### src/rtl/seg_pipe_adder.sv
// Segmented, pipelined add/subtract unit: one SEG-bit slice per stage, valid/ready on both sides.
// Optional saturation on signed overflow when SEG_PIPE_ADDER_SAT_EN is defined (adds the sat input).
module seg_pipe_adder #(
  parameter int unsigned WIDTH = 32,
  parameter int unsigned SEG   = 8
) (
  input  logic             clk,
  input  logic             rst,
  input  logic             in_valid,
  output logic             in_ready,
  input  logic [WIDTH-1:0] a,
  input  logic [WIDTH-1:0] b,
  input  logic             cin,
  input  logic             sub,
`ifdef SEG_PIPE_ADDER_SAT_EN
  input  logic             sat,
`endif
  output logic             out_valid,
  input  logic             out_ready,
  output logic [WIDTH-1:0] sum,
  output logic             cout,
  output logic             ovf,
  output logic             zero
);

  localparam int unsigned STAGES = WIDTH / SEG;
  localparam int unsigned LAST   = STAGES - 1;
  localparam int unsigned PIPE   = (STAGES > 1) ? STAGES - 1 : 1;

  // Inter-stage registers: acc holds summed low slices and untouched high slices of A
  logic [WIDTH-1:0] acc_q [PIPE];
  logic [WIDTH-1:0] bop_q [PIPE];
  logic [PIPE-1:0]  cy_q;
  logic [PIPE-1:0]  vld_q;
`ifdef SEG_PIPE_ADDER_SAT_EN
  logic [PIPE-1:0]  sat_q;
  logic [STAGES-1:0] src_sat;
`endif

  logic [WIDTH-1:0] sum_q;
  logic             cout_q;
  logic             ovf_q;
  logic             zero_q;
  logic             out_vld_q;

  logic [WIDTH-1:0] src_acc [STAGES];
  logic [WIDTH-1:0] src_bop [STAGES];
  logic [WIDTH-1:0] nxt_acc [STAGES];
  logic [STAGES-1:0] src_cy;
  logic [STAGES-1:0] src_vld;
  logic [STAGES-1:0] nxt_cy;
  logic [SEG:0]      sl;
  logic [WIDTH-1:0]  fin_sum;
  logic              fin_ovf;
  logic              adv;

  assign adv       = out_ready | ~out_vld_q;
  assign in_ready  = adv;
  assign out_valid = out_vld_q;
  assign sum       = sum_q;
  assign cout      = cout_q;
  assign ovf       = ovf_q;
  assign zero      = zero_q;

  // Per-stage slice add; stage 0 takes operands straight from the ports
  always_comb begin
    src_acc[0] = a;
    src_bop[0] = b ^ {WIDTH{sub}};
    src_cy[0]  = sub | cin;
    src_vld[0] = in_valid;
`ifdef SEG_PIPE_ADDER_SAT_EN
    src_sat[0] = sat;
`endif
    for (int k = 1; k < STAGES; k++) begin
      src_acc[k] = acc_q[k-1];
      src_bop[k] = bop_q[k-1];
      src_cy[k]  = cy_q[k-1];
      src_vld[k] = vld_q[k-1];
`ifdef SEG_PIPE_ADDER_SAT_EN
      src_sat[k] = sat_q[k-1];
`endif
    end
    sl = '0;
    for (int k = 0; k < STAGES; k++) begin
      sl = {1'b0, src_acc[k][k*SEG +: SEG]} + {1'b0, src_bop[k][k*SEG +: SEG]}
         + {{SEG{1'b0}}, src_cy[k]};
      nxt_acc[k] = src_acc[k];
      nxt_acc[k][k*SEG +: SEG] = sl[SEG-1:0];
      nxt_cy[k] = sl[SEG];
    end
    // Top slice of src_acc[LAST] is still the original A, so its MSB is A[MSB]
    fin_ovf = (src_acc[LAST][WIDTH-1] == src_bop[LAST][WIDTH-1]) &
              (nxt_acc[LAST][WIDTH-1] != src_acc[LAST][WIDTH-1]);
    fin_sum = nxt_acc[LAST];
`ifdef SEG_PIPE_ADDER_SAT_EN
    if (src_sat[LAST] && fin_ovf) begin
      fin_sum = src_acc[LAST][WIDTH-1] ? {1'b1, {(WIDTH-1){1'b0}}} : {1'b0, {(WIDTH-1){1'b1}}};
    end
`endif
  end

  always_ff @(posedge clk) begin
    if (rst) begin
      for (int k = 0; k < PIPE; k++) begin
        acc_q[k] <= '0;
        bop_q[k] <= '0;
      end
      cy_q      <= '0;
      vld_q     <= '0;
`ifdef SEG_PIPE_ADDER_SAT_EN
      sat_q     <= '0;
`endif
      sum_q     <= '0;
      cout_q    <= 1'b0;
      ovf_q     <= 1'b0;
      zero_q    <= 1'b0;
      out_vld_q <= 1'b0;
    end else if (adv) begin
      for (int k = 0; k < STAGES - 1; k++) begin
        acc_q[k] <= nxt_acc[k];
        bop_q[k] <= src_bop[k];
        cy_q[k]  <= nxt_cy[k];
        vld_q[k] <= src_vld[k];
`ifdef SEG_PIPE_ADDER_SAT_EN
        sat_q[k] <= src_sat[k];
`endif
      end
      sum_q     <= fin_sum;
      cout_q    <= nxt_cy[LAST];
      ovf_q     <= fin_ovf;
      zero_q    <= ~|fin_sum;
      out_vld_q <= src_vld[LAST];
    end
  end

endmodule

### config.mk
export PLATFORM = sky130hd
export DESIGN_NAME = seg_pipe_adder
export DESIGN_NICKNAME = d
export VERILOG_FILES = /design/src/rtl/seg_pipe_adder.sv
export SDC_FILE = /design/constraint.sdc
export NUM_CORES = 1
export LEC_CHECK = 0
export BUFFER_PORTS_ARGS = -buffer_cell sky130_fd_sc_hd__buf_4
export CAP_MARGIN = 20
export CORE_UTILIZATION = 45
export CTS_CLUSTER_SIZE = 24
export DETAILED_ROUTE_END_ITERATION = 6
export MAX_ROUTING_LAYER = met4
export SYNTH_ARGS = -nofsm -noshare
export SYNTH_HDL_FRONTEND = slang
export SYNTH_SLANG_ARGS = --single-unit
### constraint.sdc
create_clock -name clk -period 5.8 [get_ports clk]
set_clock_uncertainty 0.2 [all_clocks]
set_input_delay 0.87 -clock clk [delete_from_list [all_inputs] [get_ports clk]]
set_output_delay 0.87 -clock clk [all_outputs]
set_load 0.02 [all_outputs]
==> metrics, run 1 <==
# diodes 0; Post-Synthesis Cells 682; Residual DRC 0; Syn-to-layout area delta 19.1%; clock latency on the worst-skew pair 0.43 ns; drt total wl 14,200 microns; Most used DFF post-synth edfxtp_1; dpl hpwl 9740 microns; Synth top area share 52.3%; max-cap violation count 0; Die Width 138 microns; cell area after synthesis 8270 sq um; Synth cell types 45; wire per inst 13.9 microns; CORE AREA 18,000 sq um; CP Max Fanout 85; synth warn 0; ranking of synthesized cells by area edfxtp_1 (52%), dfxtp_1 (10%), and2_1 (7.7%); Overall Global Routing Usage 16.3%; starting density of the core 46.1%; RSZ-0062 raised after global routing false; kind of critical path in2reg; via count 4,921; DRT Pass-1 Iters 4; HP Class reg2reg; wire length of the first global-routing pass 22,700 microns; layout cells sized above 1 19.4%; postcts setup bufs 0; Slew @ Worst Pin 0.858 ns; vias in the first global route 4,688; full die area 18,900 sq um; LEAKAGE 0.00416 uW; nets@finish 885; Final period util 59.3%; data arrival time of the critical path 3.37 ns; height of the die 138 microns; Ports 107; WP data required 5.73 ns; WHS 0.254 ns; Final WS setup 2.36 ns; Yosys reg bits 186; initial antenna violation count 0; Setup TNS 0 ns; max-slew violation count 0; pin count of the biggest net entering global routing 111; Final Hold Fails 0; clk slew on worst S/H paths 0.07 ns; Avg Cell Area, Syn 12.1 sq um; Worst Setup End Kind register; CTS tree built; FP Rows 49; peak supply drop 204 uV; outcome finished clean; area leader, netlist edfxtp_1; Max-slew headroom 42.8%; Routed Antenna Nets 0; # setup viols final 0; CTS Sinks 186; Synth async-reset ratio 0%; Clock Root Buffer clkbuf_16; pre-CTS setup slack 1.97 ns; Clock Tree Buf Depth 2; hold buffer count at cts 0; initial drt markers 271; number of H-tree levels 4; Post-Place Cell Area 9270 sq um; Port Buf Inserts 106; EDFF count, synth 144; Seq/Total Area, Yosys 62.4%; TritonCTS Buffers 17; gr ovfl total 0; post-CTS sizing 0; crit start category input pin; PwrDens 307 nW/um^2; fmax 0.291 GHz; vias per cell 4.82; post-synth net total 788; post-layout min period 3.44 ns; Routability Congestion 0.762; final instance area 9850 sq um
cells in the final DEF (no fill, tap or decap), types with 3 or more instances in the layout:
master     count
nand2_1       71
a21oi_2        6
and2_1       102
clkinv_4       3
a22oi_1        3
a21oi_1       36
clkbuf_1       3
edfxtp_1     144
o21a_1         4
nor4_1         5
nor3_1         6
a21o_1         6
nor2_1        65
buf_4        109
o21ai_0        9
xor2_1        17
o41ai_2        3
o21ai_1        3
clkbuf_16     17
ha_1          28
xnor2_1       36
a211oi_1       3
inv_1         20
fa_1           8
dfxtp_1       42
or3_1          3
bufinv_16      3
clkinv_1       3
kinds of logic after synthesis:
family,synth area share [%]
AO/OA/AOI/OAI,6.91
XOR/XNOR,5.61
adder cells (fa/ha/maj),6.17
buffers and inverters,2.75
flip-flops,62.4
multiplexers,0.242
AND/OR/NAND/NOR,15.9
critical path, cell delays in order:
cell     delay (ns)
buf_4          0.11
nor2b_2        0.09
buf_4          0.38
inv_2          0.34
nor2_1         0.64
inv_4          0.45
buf_12         0.37
report_power, final:
part | switching [uW] | leakage (uW) | internal, uW
Combinational | 157 | 0.00183 | 149
Clock | 474 | 0.000281 | 676
Sequential | 35.1 | 0.00204 | 1530
per-stage QoR:
stage | instances | util [%] | power (uW)
after global placement | 989 | 51.6 | 1900
after detailed placement | 989 | 51.6 | 1910
after global routing | 1021 | 54.8 | 3140
after CTS | 1021 | 54.8 | 3050
after floorplan | 682 | - | 1800
final | 1021 | 54.8 | 3030
path summary, 6_finish.rpt:
path                  start     endpoint  slack (ns)  cells after the start
setup / recovery  out_ready  acc_q[0][3]        2.36                      7
hold / removal       sum[4]       sum[4]        0.25                      2
setup reg to reg  out_valid  acc_q[0][3]        2.55                      6
hold reg to reg      sum[4]       sum[4]        0.25                      2
layout make-up:
cell class	count	area, sq um
multi-input cells	442	2890
clock buffers	20	437
inverters	22	85.1
clock inverters	12	149
well taps	229	287
fillers	1604	8110
repair buffers	110	838
flip-flops and latches	186	5160
metal layers:
| metal | wire length, microns | vias up | track usage, % |
|---|---|---|---|
| li1 | - | 2532 | - |
| met5 | 0 | - | - |
| met1 | 7130 | 2245 | 22.9 |
| met3 | 696 | 17 | 3.38 |
| met2 | 6110 | 127 | 22.8 |
| met4 | 255 | 0 | 6.84 |
state kept, by name, summed over array words and instances (netlist names), 3 cells and up:
name   count
vld_q      3
cy_q       3
acc_q     96
sum       32
bop_q     48
synth_stat cells, drive strengths merged, types with 2 or more instances:
master,instances
a211oi,4
a21o,6
a21oi,42
a22oi,3
and2,102
buf,18
clkbuf,14
dfxtp,42
edfxtp,144
fa,8
ha,28
inv,22
mux2i,2
nand2,71
nand2b,2
nand3,2
nand4,2
nor2,66
nor2b,2
nor3,6
nor4,5
o211a,2
o21a,4
o21ai,12
o21ba,2
o31a,2
o41ai,3
or2,2
or3,3
xnor2,36
xor2,17
Note: power is estimated with default switching activity, not from simulation.
==> inputs of run 2 (changes only) <==
==> constraint.sdc (replaced) <==
create_clock -name clk -period 3.3 [get_ports clk]
set_clock_uncertainty 0.2 [all_clocks]
set_input_delay 0.495 -clock clk [delete_from_list [all_inputs] [get_ports clk]]
set_output_delay 0.495 -clock clk [all_outputs]
set_load 0.02 [all_outputs]
==> run 2 against run 1 <==
Effect of this change: worst setup slack worse by 1.7 ns; global-route usage is 0.14 points higher; critical path depth is 3 higher; wire length is 0.64% lower; combinational power is 77% higher; register-to-register slack worse by 1.8 ns; first-iteration DRC count is 11% lower; sequential cell count stayed put; count of clock-buffer cells in the layout is 1 lower; non-clock buffer count is 1 higher; die area stayed put.
==> metrics, run 2 (synthesis gave the netlist of run 1 again) <==
Worst Setup End Kind register (unchanged); # diodes 0 (unchanged); post-layout util 55.3% (was 54.8%); Sequential Area 5170 sq um (was 5160 sq um); max-slew violation count 0 (unchanged); CTS Sinks 186 (unchanged); Final Instance Count excl. Fillers 1,022 (was 1,021); crit-path cells buf_4 > buf_4 > xor2_1 > ha_1 > a21o_1 > a21oi_1 > o21ai_1 > o41ai_2 > xor2_1 > nor2_1 (was buf_4 > nor2b_2 > buf_4 > inv_2 > nor2_1 > inv_4 > buf_12); Clock Tree Buf Depth 2 (unchanged); CORE AREA 18,000 sq um (unchanged); multi-input combinational cell area 2900 sq um (was 2890 sq um); most common cell after layout, fill and taps aside edfxtp_1 (unchanged); Port Buf Inserts 106 (unchanged); wire length of the first global-routing pass 23,100 microns (was 22,700 microns); post-layout min period 2.63 ns; pre-CTS setup slack 0.216 ns (was 1.97 ns); RSZ-0062 raised after global routing false (unchanged); initial drt markers 240 (was 271); Residual DRC 0 (unchanged); gr ovfl total 0 (unchanged); Filler Cell Count 1,565 (was 1,604); sw frac 21.3% (was 22.0%); LEAKAGE 0.00419 uW (was 0.00416 uW); post-CTS sizing 0 (unchanged); drt total wl 14,100 microns (was 14,200 microns); layout cells sized above 1 20.1% (was 19.4%); wire per inst 13.8 microns (was 13.9 microns); PwrDens 550 nW/um^2 (was 307 nW/um^2); Worst Path Buf+Inv 2 (was 5); nets@finish 886 (was 885); Die Width 138 microns (unchanged); Final Hold Fails 0 (unchanged); Crit path max-delay family compound AO/OA/AOI/OAI gates (was buffers and inverters); number of H-tree levels 4 (unchanged); Largest register FFs 96 (unchanged); crit start category input pin (unchanged); DRT Pass-1 Iters 4 (unchanged); Ports 107 (unchanged); NetSw 1170 uW (was 666 uW); dpl hpwl 9600 microns (was 9740 microns); register share of total power 50.4% (was 51.9%); cell internal pwr 4300 uW (was 2360 uW); WP data required 3.26 ns (was 5.73 ns); clock latency on the worst-skew pair 0.42 ns (was 0.43 ns); clk slew on worst S/H paths 0.07 ns (about the same); initial antenna violation count 0 (unchanged); kind of critical path in2reg (unchanged); Routed Antenna Nets 0 (unchanged); vias in the first global route 4,700 (was 4,688); max-cap violation count 0 (unchanged); Final WS setup 0.670 ns (was 2.36 ns); # setup viols final 0 (unchanged); Final period util 79.7%; hold buffer count at cts 0 (unchanged); HP Class in2reg (was reg2reg); fmax 0.380 GHz; Slew @ Worst Pin 0.736 ns (was 0.858 ns); Overall Global Routing Usage 16.5% (was 16.3%); via count 4,845 (was 4,921); full die area 18,900 sq um (unchanged); Comb pwr share 9.9% (was 10.1%); outcome finished clean (unchanged); height of the die 138 microns (unchanged); CP Max Fanout 31 (was 85); peak supply drop 343 uV (was 204 uV); Max-slew headroom 51.0% (was 42.8%); postcts setup bufs 0 (unchanged); FP Rows 49 (unchanged); pin count of the biggest net entering global routing 145 (was 111); vias per cell 4.74 (was 4.82); placed instance count 990 (was 989); Syn-to-layout area delta 20.1% (was 19.1%); most frequent cells in the layout edfxtp_1 (144), buf_4 (109), and2_1 (102) (unchanged); data arrival time of the critical path 2.59 ns (was 3.37 ns); max incr delay on CP 0.42 ns (was 0.64 ns); CTS tree built (unchanged); TritonCTS Buffers 17 (unchanged); Clk network pwr share 39.7% (was 38.0%); Routability Congestion 0.771 (was 0.762); Clock Root Buffer clkbuf_16 (unchanged); Most flops, register acc_q (unchanged); starting density of the core 46.1% (unchanged); slowest CP cell buf_4 (was nor2_1)
## run 2: changes by cell type in the layout (fill, tap and decap cells not counted), sizes merged
cell,change
bufinv,+2
clkinvlp,+2
inv,-2
buf,+1
clkbuf,-1
clkinv,-1
## run 2: cell type report
| type | count | area share (%) |
|---|---|---|
| Clock buffer | 19 | 4.36 |
| Clock inverter | 13 | 2.01 |
| Tap cell | 229 | 2.88 |
| Inverter | 22 | 0.894 |
| Multi-Input combinational cell | 442 | 29.2 |
| Sequential cell | 186 | 52.0 |
| Timing Repair Buffer | 111 | 8.64 |
## run 2: power by group through the flow
| stage | clock, uW | sequential, uW | combinational, uW |
|---|---|---|---|
| global placement | 0 | 2810 | 536 |
| CTS | 2210 | 2760 | 549 |
| finish | 2170 | 2760 | 542 |
| detailed placement | 0 | 2810 | 546 |
| global route | 2310 | 2770 | 612 |
| floorplan | 0 | 2810 | 347 |
## run 2: metal layers
layer | global-route usage [%] | vias up | wire length [microns]
met5 | - | - | 0
met4 | 5.31 | 0 | 149
met3 | 3.72 | 14 | 566
met2 | 23.7 | 101 | 6180
met1 | 23.0 | 2194 | 7200
li1 | - | 2536 | -
## run 2: worst paths after layout
check | startpoint | endpoint | slack, ns | cells after the start
setup / recovery | sub | acc_q[0][7] | 0.67 | 10
hold / removal | in_valid | vld_q[0] | 0.13 | 3
setup reg to reg | cy_q[2] | zero | 0.78 | 9
hold reg to reg | sum[22] | sum[22] | 0.25 | 2
## run 2: worst reg2reg max path: stages, from the launching register on
cell and delay (ns):
dfxtp_1 0.33, inv_1 0.06, fa_1 0.47, fa_1 0.42
nand2b_1 0.18, a21oi_1 0.16, xor2_1 0.11, nor4_1 0.25
nand4_1 0.12, o21ai_0 0.14
## run 2: per-stage QoR
stage | cell area [sq um] | power (uW) | hold slack, ns | TNS, ns
after global placement | 9300 | 3340 | 0.241 | 0
after floorplan | 8300 | 3160 | 0.232 | -45.88
after detailed placement | 9300 | 3360 | 0.247 | 0
after global routing | 9940 | 5700 | 0.122 | 0
final | 9940 | 5470 | 0.135 | 0
after CTS | 9940 | 5520 | 0.118 | 0
